`config.mk`:
```
export PLATFORM = sky130hd
export DESIGN_NAME = rom_fetch_sequencer
export DESIGN_NICKNAME = d
export VERILOG_FILES = /design/src/rtl/rom_fetch_pkg.sv /design/src/rtl/rom_fetch_sequencer.sv
export SDC_FILE = /design/constraint.sdc
export NUM_CORES = 1
export LEC_CHECK = 0
export ABC_AREA = 1
export BUFFER_PORTS_ARGS = -buffer_cell sky130_fd_sc_hd__buf_2
export CAP_MARGIN = 20
export CORE_MARGIN = 1
export CORE_UTILIZATION = 50
export DETAILED_ROUTE_END_ITERATION = 8
export PLACE_DENSITY = 0.77
export SYNTH_ARGS = -nofsm -noshare
export SYNTH_HDL_FRONTEND = slang
export SYNTH_SLANG_ARGS = --single-unit
```
`constraint.sdc`:
```
create_clock -name clk -period 1.4 [get_ports clk]
set_clock_uncertainty 0.05 [all_clocks]
set_input_delay 0.07 -clock clk [delete_from_list [all_inputs] [get_ports clk]]
set_output_delay 0.07 -clock clk [all_outputs]
set_load 0.01 [all_outputs]
```
`src/rtl/rom_fetch_pkg.sv`:
```
// ROM fetch sequencer shared types and constants.
// State encoding, flash bank bit, address pad and default watchdog.
package rom_fetch_pkg;

  typedef enum logic [2:0] {
    S_IDLE,
    S_ISSUE,
    S_FILL,
    S_PARKED,
    S_ABORT
  } state_t;

  localparam int         FLASH_BANK_BIT = 20;
  localparam logic [3:0] ADDR_PAD       = 4'b0000;
  localparam int         DEF_TIMEOUT    = 255;

endpackage

```
`src/rtl/rom_fetch_sequencer.sv`:
```
// One-byte ROM buffer fed by a streaming flash read; stalls CPU on miss.
// Ports: clk/rst_n, rom_config, CPU req/wait/data, flash fc_* handshake.
module rom_fetch_sequencer
  import rom_fetch_pkg::*;
#(
  parameter int TIMEOUT   = DEF_TIMEOUT,
  parameter int ADDR_BITS = 24
) (
  input  logic                 clk,
  input  logic                 rst_n,
  input  logic [7:0]           rom_config,
  input  logic                 req_valid,
  input  logic [11:0]          req_addr,
  input  logic                 rom_cycle,
  output logic                 wait_out,
  output logic [7:0]           rom_data,
  output logic [ADDR_BITS-1:0] fc_addr,
  output logic                 fc_start_read,
  output logic                 fc_stall_read,
  output logic                 fc_stop_read,
  input  logic [7:0]           fc_data,
  input  logic                 fc_data_ready,
  input  logic                 fc_busy
);

  localparam int WD_W = $clog2(TIMEOUT + 1);
  localparam logic [WD_W-1:0] WD_LAST = WD_W'(TIMEOUT - 1);

  state_t state, nxt;

  logic            buf_valid;
  logic [11:0]     buf_addr;
  logic [7:0]      buf_data;
  logic [11:0]     stream_addr;
  logic            stream_ok;
  logic [WD_W-1:0] wd;
  logic [7:0]      cfg_q;
  logic            dr_q;

  logic hit, miss, rise, cfg_chg;
  logic latch, cap, rearm;
  logic [23:0] fa_raw;

  assign hit     = buf_valid && (req_addr == buf_addr);
  assign miss    = req_valid && !hit;
  assign rise    = fc_data_ready && !dr_q;
  assign cfg_chg = rom_config != cfg_q;

  assign wait_out = rom_cycle && req_valid && !hit;
  assign rom_data = buf_data;

  assign fa_raw = {rom_config[7:5], 1'b0, rom_config[3:0],
                   ADDR_PAD, stream_addr}
                | (24'd1 << FLASH_BANK_BIT);
  assign fc_addr = ADDR_BITS'(fa_raw);

  assign fc_start_read = state == S_ISSUE;
  assign fc_stall_read = state == S_PARKED;
  assign fc_stop_read  = (state == S_ABORT) && fc_busy;

  always_comb begin
    nxt   = state;
    latch = 1'b0;
    cap   = 1'b0;
    rearm = 1'b0;
    unique case (state)
      S_IDLE: begin
        if (miss) begin
          nxt   = S_ISSUE;
          latch = 1'b1;
        end
      end
      S_ISSUE: nxt = S_FILL;
      S_FILL: begin
        // config change wins: the byte in flight is from the old bank
        if (cfg_chg) begin
          nxt = S_ABORT;
        end else if (rise) begin
          nxt = S_PARKED;
          cap = 1'b1;
        end else if (wd == WD_LAST) begin
          nxt = S_ABORT;
        end
      end
      S_PARKED: begin
        if (cfg_chg) begin
          nxt = S_ABORT;
        end else if (miss) begin
          if (req_addr == stream_addr && stream_ok) begin
            nxt   = S_FILL;
            rearm = 1'b1;
          end else begin
            nxt = S_ABORT;
          end
        end
      end
      S_ABORT: begin
        if (!fc_busy) begin
          if (miss) begin
            nxt   = S_ISSUE;
            latch = 1'b1;
          end else begin
            nxt = S_IDLE;
          end
        end
      end
      default: nxt = S_IDLE;
    endcase
  end

  always_ff @(posedge clk or negedge rst_n) begin
    if (!rst_n) begin
      state <= S_IDLE;
    end else begin
      state <= nxt;
    end
  end

  always_ff @(posedge clk or negedge rst_n) begin
    if (!rst_n) begin
      buf_valid   <= 1'b0;
      buf_addr    <= '0;
      buf_data    <= '0;
      stream_addr <= '0;
      stream_ok   <= 1'b1;
      wd          <= '0;
      cfg_q       <= '0;
      dr_q        <= 1'b0;
    end else begin
      dr_q <= fc_data_ready;
      if (cfg_chg) begin
        cfg_q     <= rom_config;
        buf_valid <= 1'b0;
      end
      if (latch) begin
        stream_addr <= req_addr;
        stream_ok   <= 1'b1;
      end
      if (cap) begin
        buf_valid   <= 1'b1;
        buf_addr    <= stream_addr;
        buf_data    <= fc_data;
        stream_addr <= stream_addr + 12'd1;
        // the flash stream does not continue from 0xFFF to 0x000
        if (&stream_addr) stream_ok <= 1'b0;
      end
      if (state == S_ISSUE || rearm) begin
        wd <= '0;
      end else if (state == S_FILL) begin
        wd <= wd + 1'b1;
      end
    end
  end

endmodule

```
==> results of run 1 <==
==> kinds of logic after synthesis <==
logic type / after synthesis / synth area share (%)
fa+ha+maj: 3 / 1.11
other cells: 2 / 0.223
compound gates: 26 / 4.09
simple gates: 288 / 34.4
xor+xnor: 23 / 5.98
buf+inv: 104 / 14.0
flops: 54 / 40.2
==> worst max path at each step <==
stage,slack [ps],end,start,cells past startpoint
floorplan,-100,stream_addr[3],cfg_q[2],12
global placement,-220,stream_ok,cfg_q[6],11
detailed placement,-300,stream_addr[5],cfg_q[6],10
CTS,-260,wait_out,buf_addr[5],10
global route,-440,wait_out,buf_addr[6],11
finish,-300,wait_out,buf_addr[6],11
==> power groups by stage <==
stage / clock network [uW] / logic [uW] / registers, uW
4_1_cts: 915 / 2720 / 2060
3_3_place_gp: 0 / 2500 / 2080
5_1_grt: 977 / 3120 / 2110
6_report: 904 / 2830 / 2070
3_5_place_dp: 0 / 2570 / 2090
2_1_floorplan: 0 / 1230 / 2170
==> sequential cells by signal, summed over array words and instances, names as in the netlist <==
| signal | count |
|---|---|
| dr_q | 1 |
| state | 3 |
| wd | 8 |
| stream_ok | 1 |
| stream_addr | 12 |
| cfg_q | 8 |
| buf_addr | 12 |
| buf_valid | 1 |
| rom_data | 8 |
==> area by class of cell <==
type / count / area share (%)
clock buffers: 7 / 1.89
clock inverters: 1 / 0.109
inverters: 71 / 5.94
multi-input cells: 345 / 36.1
flip-flops and latches: 54 / 29.6
well taps: 77 / 2.11
repair buffers: 155 / 24.2
==> routing by layer <==
layer | share of wire, % | GRT usage (%) | wire length, um
met2 | 51 | 45.6 | 4390
met3 | 5.4 | 3.96 | 465
met5 | 0 | 0 | 0
met1 | 42 | 33.8 | 3670
met4 | 1.9 | 7.99 | 162
==> worst max-delay path, cell delays in order, from the launching register on <==
cell	delay [ps]
dfrtp_1	380
inv_1	50
nand2_1	50
nand2_1	70
nor2_1	130
nand2_1	70
nor2_1	90
nand2_1	90
nand2_2	90
buf_4	110
nor2_2	20
buf_2	130
==> cell usage in the layout, fill, tap and decap left out, types with 11 or more instances in the layout <==
master / n
buf_2: 63
buf_4: 66
dfrtp_1: 51
dlygate4sd3_1: 18
inv_1: 65
nand2_1: 203
nand3_1: 22
nor2_1: 30
o21ai_1: 18
xnor2_1: 11
xor2_1: 12
==> metrics by stage <==
step	power [uW]	util (%)	instance area, sq um	setup slack (ps)	setup TNS (ps)
floorplan	3400	-	3410	-95.8	-2440
global placement	4580	64.6	4150	-217	-6670
detailed placement	4650	64.6	4150	-304	-8630
CTS	5700	70.3	4520	-265	-7760
global route	6210	71.2	4570	-440	-14630
finish	5810	71.2	4570	-303	-7640
==> what timing repair did <==
action | CTS | global route
hold buffers | 18 | 0
setup buffers | 3 | 3
resized for setup | 23 | 11
setup endpoints to repair | 49 | 49
pin swaps | 8 | 6
hold endpoints to repair | 71 | 0
==> flow_summary.yaml, run 1 <==
timing:
  finalHoldViolations: 0
  layout_min_cycle_time_ps: 1700
  setup_viol: 48
  final_max_slew_viol_count: 0
  holdWs_ps: 58.8
  rsz0062_at_grt: "true"
  min_period_over_period_pct: 122
  fin_ws_ps: -303
  fmax_mhz: 587
grt:
  antenna_found_initial: 0
  grt_pass1_wl_um: 14500
  grt_max_degree: 55
  grt_overflow: 0
  grt_pass1_vias: 3178
  grt_use_total_pct: 26.3
cts:
  cts_buffers: 5
  cts.path.max_buffers: 2
  cts_root_buf: "clkbuf_8"
  clk_latency_ps: 310
  clkTransAtPathRegs_ps: 90
  cts_tree: "done"
  cts-htree-levels: 2
  cts_sinks: 54
pwr:
  p_per_area_nw_per_um2: 1270
  combPwrFrac_pct: 48.8
  switching_share_pct: 38.8
  p_int_uw: 3560
  p_clk_share_pct: 15.6
  vdd.ir_drop.worst_mv: 0.752
  leakage_uw: 0.00258
  p_sw_uw: 2250
  seqPwrFrac_pct: 35.6
yosys:
  avgSynthCellArea_sq_um: 6.74
  synth_area_leaders: "dfrtp_1, nand2_1, inv_1"
  async_flop_share_pct: 100
  synth_edf_count: 0
  synth_seq_area_share_pct: 40.2
  synth.yosys.warnings: 0
  yosysUniqueCellTypes: 27
  yosys.area.top_type_share_pct: 39.4
  yosysMostFrequentCell: "nand2_1"
  netlist_instances: 500
  synth_area_sq_um: 3370
  synthTopCellsByCount: "nand2_1, inv_1, dfrtp_1"
  synth_seq_cells: 54
  synthFlopType: "dfrtp_1"
  synth_top_area_cell: "dfrtp_1"
worst_setup_path:
  rr_endpoint: "stream_addr[7]"
  cp_max_fo: 3
  crit_required_ps: 1280
  r2r_cells: 11
  startpoint_type: "register"
  timing.rr.start: "cfg_q[6]"
  arrival_ps: 1580
  cp-end-kind: "output pin"
  rrSetupSlack_ps: -250
  crit_type: "register to output pin"
detailed_routing:
  drt_iter0_markers: 191
  final_antenna_net_count: 0
  drt-pass1-iter-count: 7
  routedWlPerCell_um: 12.2
  drcViolationCount: 11
  via_per_inst: 4.80
  routed_wl_um: 8690
  vias: 3409
placement:
  place_congestion: 0.891
  io_buffers: 64
  hpwl_um: 6270
  place_inst: 678
finish:
  drive_gt1_share_pct: 27.8
  fillers: 534
  seq_area_sq_um: 1360
  fin_cells: 710
  final_nets: 669
  area_growth_pct: 35.8
  insertedDiodeCount: 0
  multi_input_comb_area_sq_um: 1650
min_path:
  hold_path_class: "primary input to register"
  min_to: "stream_addr[7]"
  holdPathStages: 5
  hold_path_startpoint: "req_addr[7]"
run:
  max_cap_violations: 0
die:
  die_h_um: 84.1
  coreArea_sq_um: 6420
  die_area_sq_um: 7070
  ioPinCount: 70
  initial_core_util_pct: 52.4
  fp.dieW_um: 84.1
  rows: 29
run_status:
  violations: "DRC, setup timing"
  run_status: "complete, but fails checks"
Note: power is estimated with default switching activity, not from simulation.
==> run 2: changes to the inputs <==
CORE_UTILIZATION = 55   (was 50)
PLACE_DENSITY = 0.8   (was 0.77)
clock period = 1.7 ns   (was 1.4 ns; I/O delays follow)
==> flow_summary.yaml, run 2 (synthesized netlist as in run 1, its figures left out) <==
timing:
  setup_viol: 11
  finalHoldViolations: 0
  final_max_slew_viol_count: 0
  min_period_over_period_pct: 101
  fin_ws_ps: -17.2
  fin_tns_setup_ps: -88.0
  rsz0062_at_grt: "true"
  fmax_mhz: 582
  layout_min_cycle_time_ps: 1720
worst_setup_path:
  startpoint_type: "register"
  crit_type: "register to register"
  crit_required_ps: 1860
  arrival_ps: 1870
  cp-end-kind: "register"
  cp_max_fo: 8
cts:
  cts_tree: "done"
  cts-htree-levels: 2
  clk_latency_ps: 320
  cts_root_buf: "clkbuf_8"
  cts_sinks: 54
  cts_buffers: 5
  clkTransAtPathRegs_ps: 90
  cts.path.max_buffers: 2
detailed_routing:
  routed_wl_um: 9040
  drcViolationCount: 0
  vias: 3454
  drt-pass1-iter-count: 5
  via_per_inst: 5.16
  final_antenna_net_count: 0
  drt_iter0_markers: 277
  routedWlPerCell_um: 13.5
die:
  die_area_sq_um: 6440
  fp.dieW_um: 80.3
  die_h_um: 80.3
  ioPinCount: 70
  initial_core_util_pct: 56.9
  coreArea_sq_um: 5920
  rows: 28
finish:
  drive_gt1_share_pct: 23.5
  final_common_cell: "nand2_1"
  final_area_sq_um: 4390
  mostFrequentLayoutCells: "nand2_1, inv_1, buf_2"
  final_nets: 631
  top_regs: "buf_addr: 12 flops, stream_addr: 12 flops"
  seq_area_sq_um: 1350
  multi_input_comb_area_sq_um: 1660
  fillers: 442
  area_growth_pct: 30.2
  fin_cells: 670
  insertedDiodeCount: 0
run_status:
  run_status: "complete, but fails checks"
  violations: "setup timing"
grt:
  grt_max_degree: 55
  antenna_found_initial: 0
  grt_overflow: 0
  grt_use_total_pct: 28.3
  grt_pass1_wl_um: 14000
  grt_pass1_vias: 3156
placement:
  dpl_cell_area_sq_um: 3790
  place_inst: 633
  io_buffers: 64
  place_congestion: 0.874
  hpwl_um: 5750
run:
  max_cap_violations: 0
pwr:
  total_power_uw: 4540
  p_per_area_nw_per_um2: 1040
  leakage_uw: 0.00246
  vdd.ir_drop.worst_mv: 0.850
min_path:
  hold_path_class: "primary input to register"
## run 2: cell types whose count changed in the layout (fill, tap and decap cells not counted), moves of 3 or more
| cell | before | now |
|---|---|---|
| buf_4 | 66 | 22 |
| nand2_2 | 5 | 16 |
| nor3_1 | 7 | 11 |
| buf_8 | 0 | 4 |
| nor3_4 | 4 | 1 |
| nand2_1 | 203 | 193 |
## run 2: cell type report
cell class	count	area share [%]
clock buffer	7	1.97
multi-input combinational	346	37.8
clock inverter	1	0.685
timing repair buffer	116	20.3
sequential	54	30.9
tap	75	2.14
inverter	71	6.25
## run 2: where the power goes
part           internal, uW  switching, uW  total [uW]
combinational           795           1100        1890
clock                   481            434         915
sequential             1480            250        1730
total                  2760           1780        4540
## run 2: layer usage
layer  track usage (%)  vias up  part of all wire [%]
li1                  -     1670                     -
met5                 0        -                     0
met2              50.4      161                    51
met4              9.29        0                   2.5
met1              34.9     1601                    40
met3              4.32       22                   6.8
## run 2: path summary, 6_finish.rpt
kind                           startpoint              to  slack [ps]  depth (start not counted)
max                        stream_addr[0]           wd[6]         -20                         10
min                           req_addr[3]  stream_addr[3]          60                          5
max reg2reg                stream_addr[0]           wd[6]         -20                         10
min reg2reg                   rom_data[4]     rom_data[4]         430                          2
max in group asynchronous           rst_n       stream_ok        1070                          3
min in group asynchronous           rst_n        cfg_q[6]         230                          3
## run 2: metrics by stage
step | setup slack (ps) | util [%] | hold slack [ps]
CTS | 3.83 | 70.7 | 71.9
global placement | -42.5 | 64.1 | 59.7
detailed placement | -78.1 | 64.1 | 56.2
floorplan | 142 | - | -261
finish | -17.2 | 74.1 | 55.5
global route | -157 | 74.1 | 85.6
## run 2: repair_timing
item                       CTS  global route
pin swaps                    5            20
hold buffers                18             0
resized for setup            9            39
setup buffers                1             7
setup endpoints to repair   14            37
gates cloned                 2             2
hold endpoints to repair    71             0
## run 2: critical path, stage by stage, from the launching register on
cell	delay [ps]
dfrtp_2	460
nand2_1	100
nand2_1	80
nor2_1	150
nand2_1	80
nor2_1	180
nand3_1	130
nor2_1	110
nand2_1	90
nand2_4	120
nor2_1	60
